File: src/rtl/crc8_frame_sequencer_if.sv
// Stream, lookup-table and result signals of the CRC-8 frame sequencer.
// master: the side that feeds bytes and supplies the table;
// slave: the sequencer itself.
interface crc8_frame_sequencer_if;
    logic       startFrame;
    logic       modeCheck;
    logic [7:0] dataIn;
    logic       dataValid;
    logic       dataReady;
    logic [7:0] tableIndex;
    logic [7:0] tableResult;
    logic [7:0] crcOut;
    logic       crcValid;
    logic       crcOk;
    logic       busy;

    modport master (
        output startFrame, modeCheck, dataIn, dataValid, tableResult,
        input  dataReady, tableIndex, crcOut, crcValid, crcOk, busy
    );

    modport slave (
        input  startFrame, modeCheck, dataIn, dataValid, tableResult,
        output dataReady, tableIndex, crcOut, crcValid, crcOk, busy
    );
endinterface

File: src/rtl/crc8_frame_sequencer.sv
// CRC-8 (poly 0x07) frame sequencer.
// The block accumulates FRAME_LEN payload bytes, plus one trailing CRC byte in
// check mode, through an external byte lookup table. It then reports the final
// CRC register value with a one-cycle crcValid pulse.
//
// state  | meaning
// IDLE   | waiting for startFrame; stream input ignored
// ACCUM  | accepting bytes, dataReady high
// DONE   | one-cycle result strobe, then back to IDLE
module crc8_frame_sequencer #(
    parameter int         FRAME_LEN = 4,
    parameter logic [7:0] CRC_INIT  = 8'h00
) (
    input  logic                 clk,
    input  logic                 rst,
    crc8_frame_sequencer_if.slave bus
);

    typedef enum logic [1:0] {
        S_IDLE,
        S_ACCUM,
        S_DONE
    } state_t;

    // Nine-bit count so that FRAME_LEN=255 in check mode (256 bytes) cannot wrap.
    localparam logic [8:0] TARGET_GEN = 9'(FRAME_LEN);
    localparam logic [8:0] TARGET_CHK = 9'(FRAME_LEN + 1);

    state_t     state_q;
    logic [7:0] crc_q;
    logic [8:0] cnt_q;
    logic       mode_q;
    logic       ready_q;
    logic       valid_q;
    logic       busy_q;
    logic [7:0] crc_out_q;
    logic       ok_q;

    logic [8:0] cnt_d;
    logic [8:0] target;
    logic       accept;
    logic       last_byte;

    // Byte acceptance and end-of-frame detection for the current ACCUM cycle.
    always_comb begin
        target    = mode_q ? TARGET_CHK : TARGET_GEN;
        cnt_d     = cnt_q + 9'd1;
        accept    = bus.dataValid & ready_q;
        last_byte = accept && (cnt_d == target);
    end

    // Frame FSM with all outputs registered.
    always_ff @(posedge clk or posedge rst) begin
        if (rst) begin
            state_q   <= S_IDLE;
            crc_q     <= CRC_INIT;
            cnt_q     <= 9'd0;
            mode_q    <= 1'b0;
            ready_q   <= 1'b0;
            valid_q   <= 1'b0;
            busy_q    <= 1'b0;
            crc_out_q <= 8'h00;
            ok_q      <= 1'b0;
        end else begin
            valid_q <= 1'b0;
            case (state_q)
                S_IDLE: begin
                    if (bus.startFrame) begin
                        state_q <= S_ACCUM;
                        crc_q   <= CRC_INIT;
                        cnt_q   <= 9'd0;
                        mode_q  <= bus.modeCheck;
                        ready_q <= 1'b1;
                        busy_q  <= 1'b1;
                    end
                end
                S_ACCUM: begin
                    if (accept) begin
                        crc_q <= bus.tableResult;
                        cnt_q <= cnt_d;
                    end
                    // The result registers take the final table output directly,
                    // so crcOut equals the CRC register throughout DONE.
                    if (last_byte) begin
                        state_q   <= S_DONE;
                        ready_q   <= 1'b0;
                        valid_q   <= 1'b1;
                        crc_out_q <= bus.tableResult;
                        ok_q      <= mode_q & (bus.tableResult == 8'h00);
                    end
                end
                S_DONE: begin
                    state_q <= S_IDLE;
                    busy_q  <= 1'b0;
                end
                default: begin
                    state_q <= S_IDLE;
                    ready_q <= 1'b0;
                    busy_q  <= 1'b0;
                end
            endcase
        end
    end

    assign bus.tableIndex = crc_q ^ bus.dataIn;
    assign bus.dataReady  = ready_q;
    assign bus.crcValid   = valid_q;
    assign bus.crcOut     = crc_out_q;
    assign bus.crcOk      = ok_q;
    assign bus.busy       = busy_q;

endmodule

File: src/flat_wrapper.sv
// flat-port wrapper written by rule: the top's interface ports become plain ports
module crc8_frame_sequencer_flat 
#(
    parameter int         FRAME_LEN = 4,
    parameter logic [7:0] CRC_INIT  = 8'h00
)
  (clk, rst, bus_startFrame, bus_modeCheck, bus_dataIn, bus_dataValid, bus_tableResult, bus_dataReady, bus_tableIndex, bus_crcOut, bus_crcValid, bus_crcOk, bus_busy);
  crc8_frame_sequencer_if bus_i ();
  input  logic clk;
  input  logic rst;
  input wire logic [$bits(bus_i.startFrame)-1:0] bus_startFrame;
  input wire logic [$bits(bus_i.modeCheck)-1:0] bus_modeCheck;
  input wire logic [$bits(bus_i.dataIn)-1:0] bus_dataIn;
  input wire logic [$bits(bus_i.dataValid)-1:0] bus_dataValid;
  input wire logic [$bits(bus_i.tableResult)-1:0] bus_tableResult;
  output wire logic [$bits(bus_i.dataReady)-1:0] bus_dataReady;
  output wire logic [$bits(bus_i.tableIndex)-1:0] bus_tableIndex;
  output wire logic [$bits(bus_i.crcOut)-1:0] bus_crcOut;
  output wire logic [$bits(bus_i.crcValid)-1:0] bus_crcValid;
  output wire logic [$bits(bus_i.crcOk)-1:0] bus_crcOk;
  output wire logic [$bits(bus_i.busy)-1:0] bus_busy;
  assign bus_i.startFrame = bus_startFrame;
  assign bus_i.modeCheck = bus_modeCheck;
  assign bus_i.dataIn = bus_dataIn;
  assign bus_i.dataValid = bus_dataValid;
  assign bus_i.tableResult = bus_tableResult;
  assign bus_dataReady = bus_i.dataReady;
  assign bus_tableIndex = bus_i.tableIndex;
  assign bus_crcOut = bus_i.crcOut;
  assign bus_crcValid = bus_i.crcValid;
  assign bus_crcOk = bus_i.crcOk;
  assign bus_busy = bus_i.busy;
  crc8_frame_sequencer #(.FRAME_LEN(FRAME_LEN), .CRC_INIT(CRC_INIT)) u_core (.clk(clk), .rst(rst), .bus(bus_i));
endmodule
File: config.mk
export PLATFORM = sky130hd
export DESIGN_NAME = crc8_frame_sequencer_flat
export DESIGN_NICKNAME = d
export VERILOG_FILES = /design/src/rtl/crc8_frame_sequencer_if.sv /design/src/rtl/crc8_frame_sequencer.sv /design/src/flat_wrapper.sv
export SDC_FILE = /design/constraint.sdc
export NUM_CORES = 1
export LEC_CHECK = 0
export BUFFER_PORTS_ARGS = -buffer_cell sky130_fd_sc_hd__buf_2
export CORE_MARGIN = 3
export CORE_UTILIZATION = 45
export DETAILED_ROUTE_END_ITERATION = 10
export GPL_TIMING_DRIVEN = 0
export MAX_ROUTING_LAYER = met4
export PLACE_DENSITY_LB_ADDON = 0.05
export REMOVE_ABC_BUFFERS = 1
export SYNTH_ARGS = -nofsm -noshare
export SYNTH_HDL_FRONTEND = slang
export SYNTH_SLANG_ARGS = --single-unit
File: constraint.sdc
create_clock -name clk -period 2 [get_ports clk]
set_clock_uncertainty 0.05 [all_clocks]
set_input_delay 0.4 -clock clk [delete_from_list [all_inputs] [get_ports clk]]
set_output_delay 0.4 -clock clk [all_outputs]
set_load 0.01 [all_outputs]
==> impl_summary.md <==
Finish
The finished layout holds 234 standard cells, fillers aside. The area of combinational cells with multiple inputs is 761 um^2. The layout overhead on the synthesized area is 29.0%. The final core area utilization is 0.629. The net count of the finished layout is 211. The layout filler cell count is 268.

The sequential cell area is 806 um^2. The share of cells above drive strength 1 is 0.442. The area of all placed cells without fillers is 1980 um^2. 0 antenna diodes ended up in the layout.

Global routing
The via count of the first global-routing pass came to 1250. In this run the most used layer during global routing was met2. The met2 global-route usage is 0.285. The first global-routing pass estimated 5770 um of wire. For met1 alone, demand over resource in global routing was 0.230. The total overflow reported by the global router is 0.

The overall global routing resource usage is 0.187. The pin count of the biggest net entering global routing is 33. The met3 capacity usage during global routing is 0.0607. The number of antenna violations at the first check in global routing came to 0.

STA
In the finished design, the share of the clock period the worst path needs comes to 1.00. Setup violations remaining at the end of the flow were counted as 1. The worst path in the final design needs a cycle of 2.00 ns, including I/O delays and setup. Based on the critical path, the design can be clocked at up to 500 MHz. Setup repair after global routing could not meet its margin everywhere. The worst pin sits at a relative slew slack of 0.533. The accumulated negative setup slack is -0.000275 ns. Hold timing on the final database bottoms out at a slack of 0.104 ns.

The max-slew violation count came to 0. The hold violation total from the final report came to 0. Once routing completed, OpenROAD measured the worst setup slack at -0.000275 ns. The transition at the pin with the smallest max-transition slack is 0.700 ns.

Clock network
The cell chosen for the clock root is clkbuf_4. The clock latency at the later pin of the worst-skew pair is 0.33 ns. The number of buffers created by CTS is 5. The H-tree generated during clock tree synthesis spans 2 levels. The clock passes through at most 2 buffers. The TritonCTS clock tree is built. Clock-pin slew was measured on the worst setup and hold paths at 0.10 ns.

For this design, the sink count on the clock tree is 32.

Power
Cell internal power was estimated by the tool at 1.69 mW. Across the VDD grid, the largest voltage drop is 0.892 mV. The total design power is 2.67 mW. The share of total power dissipated in the clock network is 0.182.

The switching part of the total power is 0.366. Of the total power, combinational logic draws 0.417. The power share of the sequential group is 0.401. The total power divided by cell area is 1340 nW/um^2. The switching power summed over all nets is 0.976 mW. The analysis attributes to cell leakage a power of 0.949 nW.

Hold path
The worst hold path belongs to the class primary input to asynchronous set/reset pin.

Detailed routing
For this run, design rule violations remaining after detail routing come to 0. The final route contains 1289 vias. The number of iterations in the first detailed-routing pass is 4.

The first routing iteration left 57 violations. The routed length per instance is 15.1 um. Wires add up to 3530 um.

The count of nets left with antenna violations once routing finished came out at 0. In the routed layout, each cell is associated on average with a via count of 5.51.

Critical path
The buffering stage count on the worst path with inverters included is 0. The worst setup path is launched from a flop. The worst setup path category is flop to flop. In this run the worst path has a maximum fanout of 7. The biggest cell delay along the critical path is 0.46 ns. On the critical path, the stage with the largest delay is an instance of dfrtp_2. The family with the most delay on the worst path is compound AO/OA/AOI/OAI gates.

Walking the worst path, the cells encountered are and3_4, a211o_1, a211oi_4, nand3_4, mux2_4. The required time of the critical path is 2.18 ns. The worst setup path is captured at a flop. The worst endpoint data arrival time is 2.18 ns.

Job
The number of maximum-capacitance violations is 0.

Yosys
Counting flops and latches in the post-synthesis netlist gives 32. The number of distinct standard cells referenced by the synthesized netlist is 35. The cell area that synthesis handed to floorplanning was 1540 um^2. The fraction of post-synthesis cell area in the top cell type by area is 0.521. The number of warnings reported in the yosys synthesis log is 0.

Of the synthesized area, sequential elements account for 0.521. The cell count after synthesis came out at 137. The mean cell area of the mapped netlist is 11.2 um^2. By area the synthesized netlist is led by dfrtp_1, mux2_2, a22o_1. The largest total area in the synthesized netlist belongs to dfrtp_1.

Place
In this run the cell area measured after placement is 1770 um^2. The number of cells after detailed placement is 217. At the placement stage, the worst setup path has a slack of -0.470 ns. Once detailed placement completed, the half-perimeter wirelength came to 2260 um. In this run the tool buffered the top-level ports with 40 buffer cells.

The congestion estimate from routability-driven global placement came to 0.858.

Die
The floorplan step defined a core boundary enclosing 3150 um^2. The floorplan has 20 rows. The horizontal die dimension is 64.5 um. The initial core utilization is 0.488. The I/O pin count is 41. The die covers 4150 um^2. The vertical die dimension is 64.5 um.

Outcome
The final reports fail on negative setup slack. The flow ran to the end, but the final reports show violations.
==> worst register-to-register path: stages, from the launching register on <==
cell and delay, ns:
dfrtp_2 0.46, and3_4 0.22, a211o_1 0.29, a211oi_4 0.37, nand3_4 0.18, mux2_4 0.33
==> cell usage after synthesis <==
master     instances
a31oi_1            1
o21a_1             1
o41ai_1            2
clkbuf_1           3
inv_1              5
buf_6              1
a211o_1            1
dfrtp_1           32
and2_1             2
and4_1             1
xor2_1             8
nand3b_1           1
nor3_1             2
and2_2             1
nand4bb_1          1
ha_1               1
a211oi_4           1
nand3_4            1
and3_1             4
nand4_1            3
o31ai_1            1
nor2b_1            1
a21oi_1            3
nor4_1             2
a22o_1             8
a211oi_1           1
nor2_1             9
nand2_1            5
and3_2             2
or3_1              1
o32ai_1            1
mux2_2            10
o21ai_0           13
nand3_1            4
xnor2_1            4
==> flip-flops by register name (all words and copies together) (netlist names) <==
signal and cells:
u_core.crc_q 8, u_core.mode_q 1, u_core.bus.dataReady 1, u_core.state_q 2, u_core.bus.crcValid 1, u_core.cnt_q 9
u_core.bus.crcOut 8, u_core.bus.busy 1, u_core.bus.crcOk 1
==> cell families after synthesis <==
group,Yosys count,synth area share
buffers and inverters,9,0.0269
and+or+nand+nor,40,0.151
DFF,32,0.521
muxes,10,0.0732
AOI/OAI and AO/OA,33,0.152
adders and majority gates,1,0.00814
xor gates and xnor gates,12,0.0683
==> cells in the final DEF (no fill, tap or decap), types with 2 or more instances in the layout <==
cell,instances
and3_2,3
nand2_1,5
clkbuf_4,5
a22o_1,8
o21ai_0,13
xnor2_1,4
and3_1,2
buf_4,7
o41ai_1,2
buf_2,40
dfrtp_1,28
nor2_1,8
nand4_1,3
nand3_1,3
inv_1,5
nand3_4,2
dfrtp_2,4
a21oi_1,3
nor4_1,2
xor2_1,8
mux2_2,9
==> routing by layer <==
metal  wire length [um]  vias up
met5                  0        -
met4                 61        0
met3                302        7
met2               1550       51
met1               1610      620
li1                   -      611
==> final timing paths <==
kind / startpoint / endpoint / slack [ns] / depth (start not counted)
worst min register to register: u_core.bus.busy / u_core.bus.busy / 0.46 / 2
min in group clk: bus_modeCheck / u_core.mode_q / 0.24 / 2
worst max register to register: u_core.cnt_q[1] / u_core.bus.crcOut[3] / -0.0003 / 5
worst min-delay path: rst / u_core.bus.crcOut[4] / 0.10 / 2
max in group asynchronous: rst / u_core.cnt_q[3] / 1.23 / 3
worst max-delay path: u_core.cnt_q[1] / u_core.bus.crcOut[3] / -0.0003 / 5
==> final cells by class <==
cell class              count  area share
flip-flops and latches     32       0.406
multi-input cells          97       0.383
repair buffers             48       0.135
well taps                  44      0.0277
clock buffers               6      0.0208
clock inverters             2      0.0177
inverters                   5     0.00946
==> power groups by stage <==
stage	clock, mW	sequential (mW)	combinational, mW
finish	0.485	1.07	1.11
global route	0.540	1.10	1.22
CTS	0.499	1.06	1.07
detailed placement	0	1.06	0.973
global placement	0	1.05	0.962
floorplan	0	1.08	0.609
==> repair_timing <==
action,CTS,global route
resized for setup,15,3
setup buffers,5,2
endpoints found under the setup margin,28,10
cloned,1,0
pin swaps,7,5
hold buffers,0,0
Power figures use the tool's default switching activity.
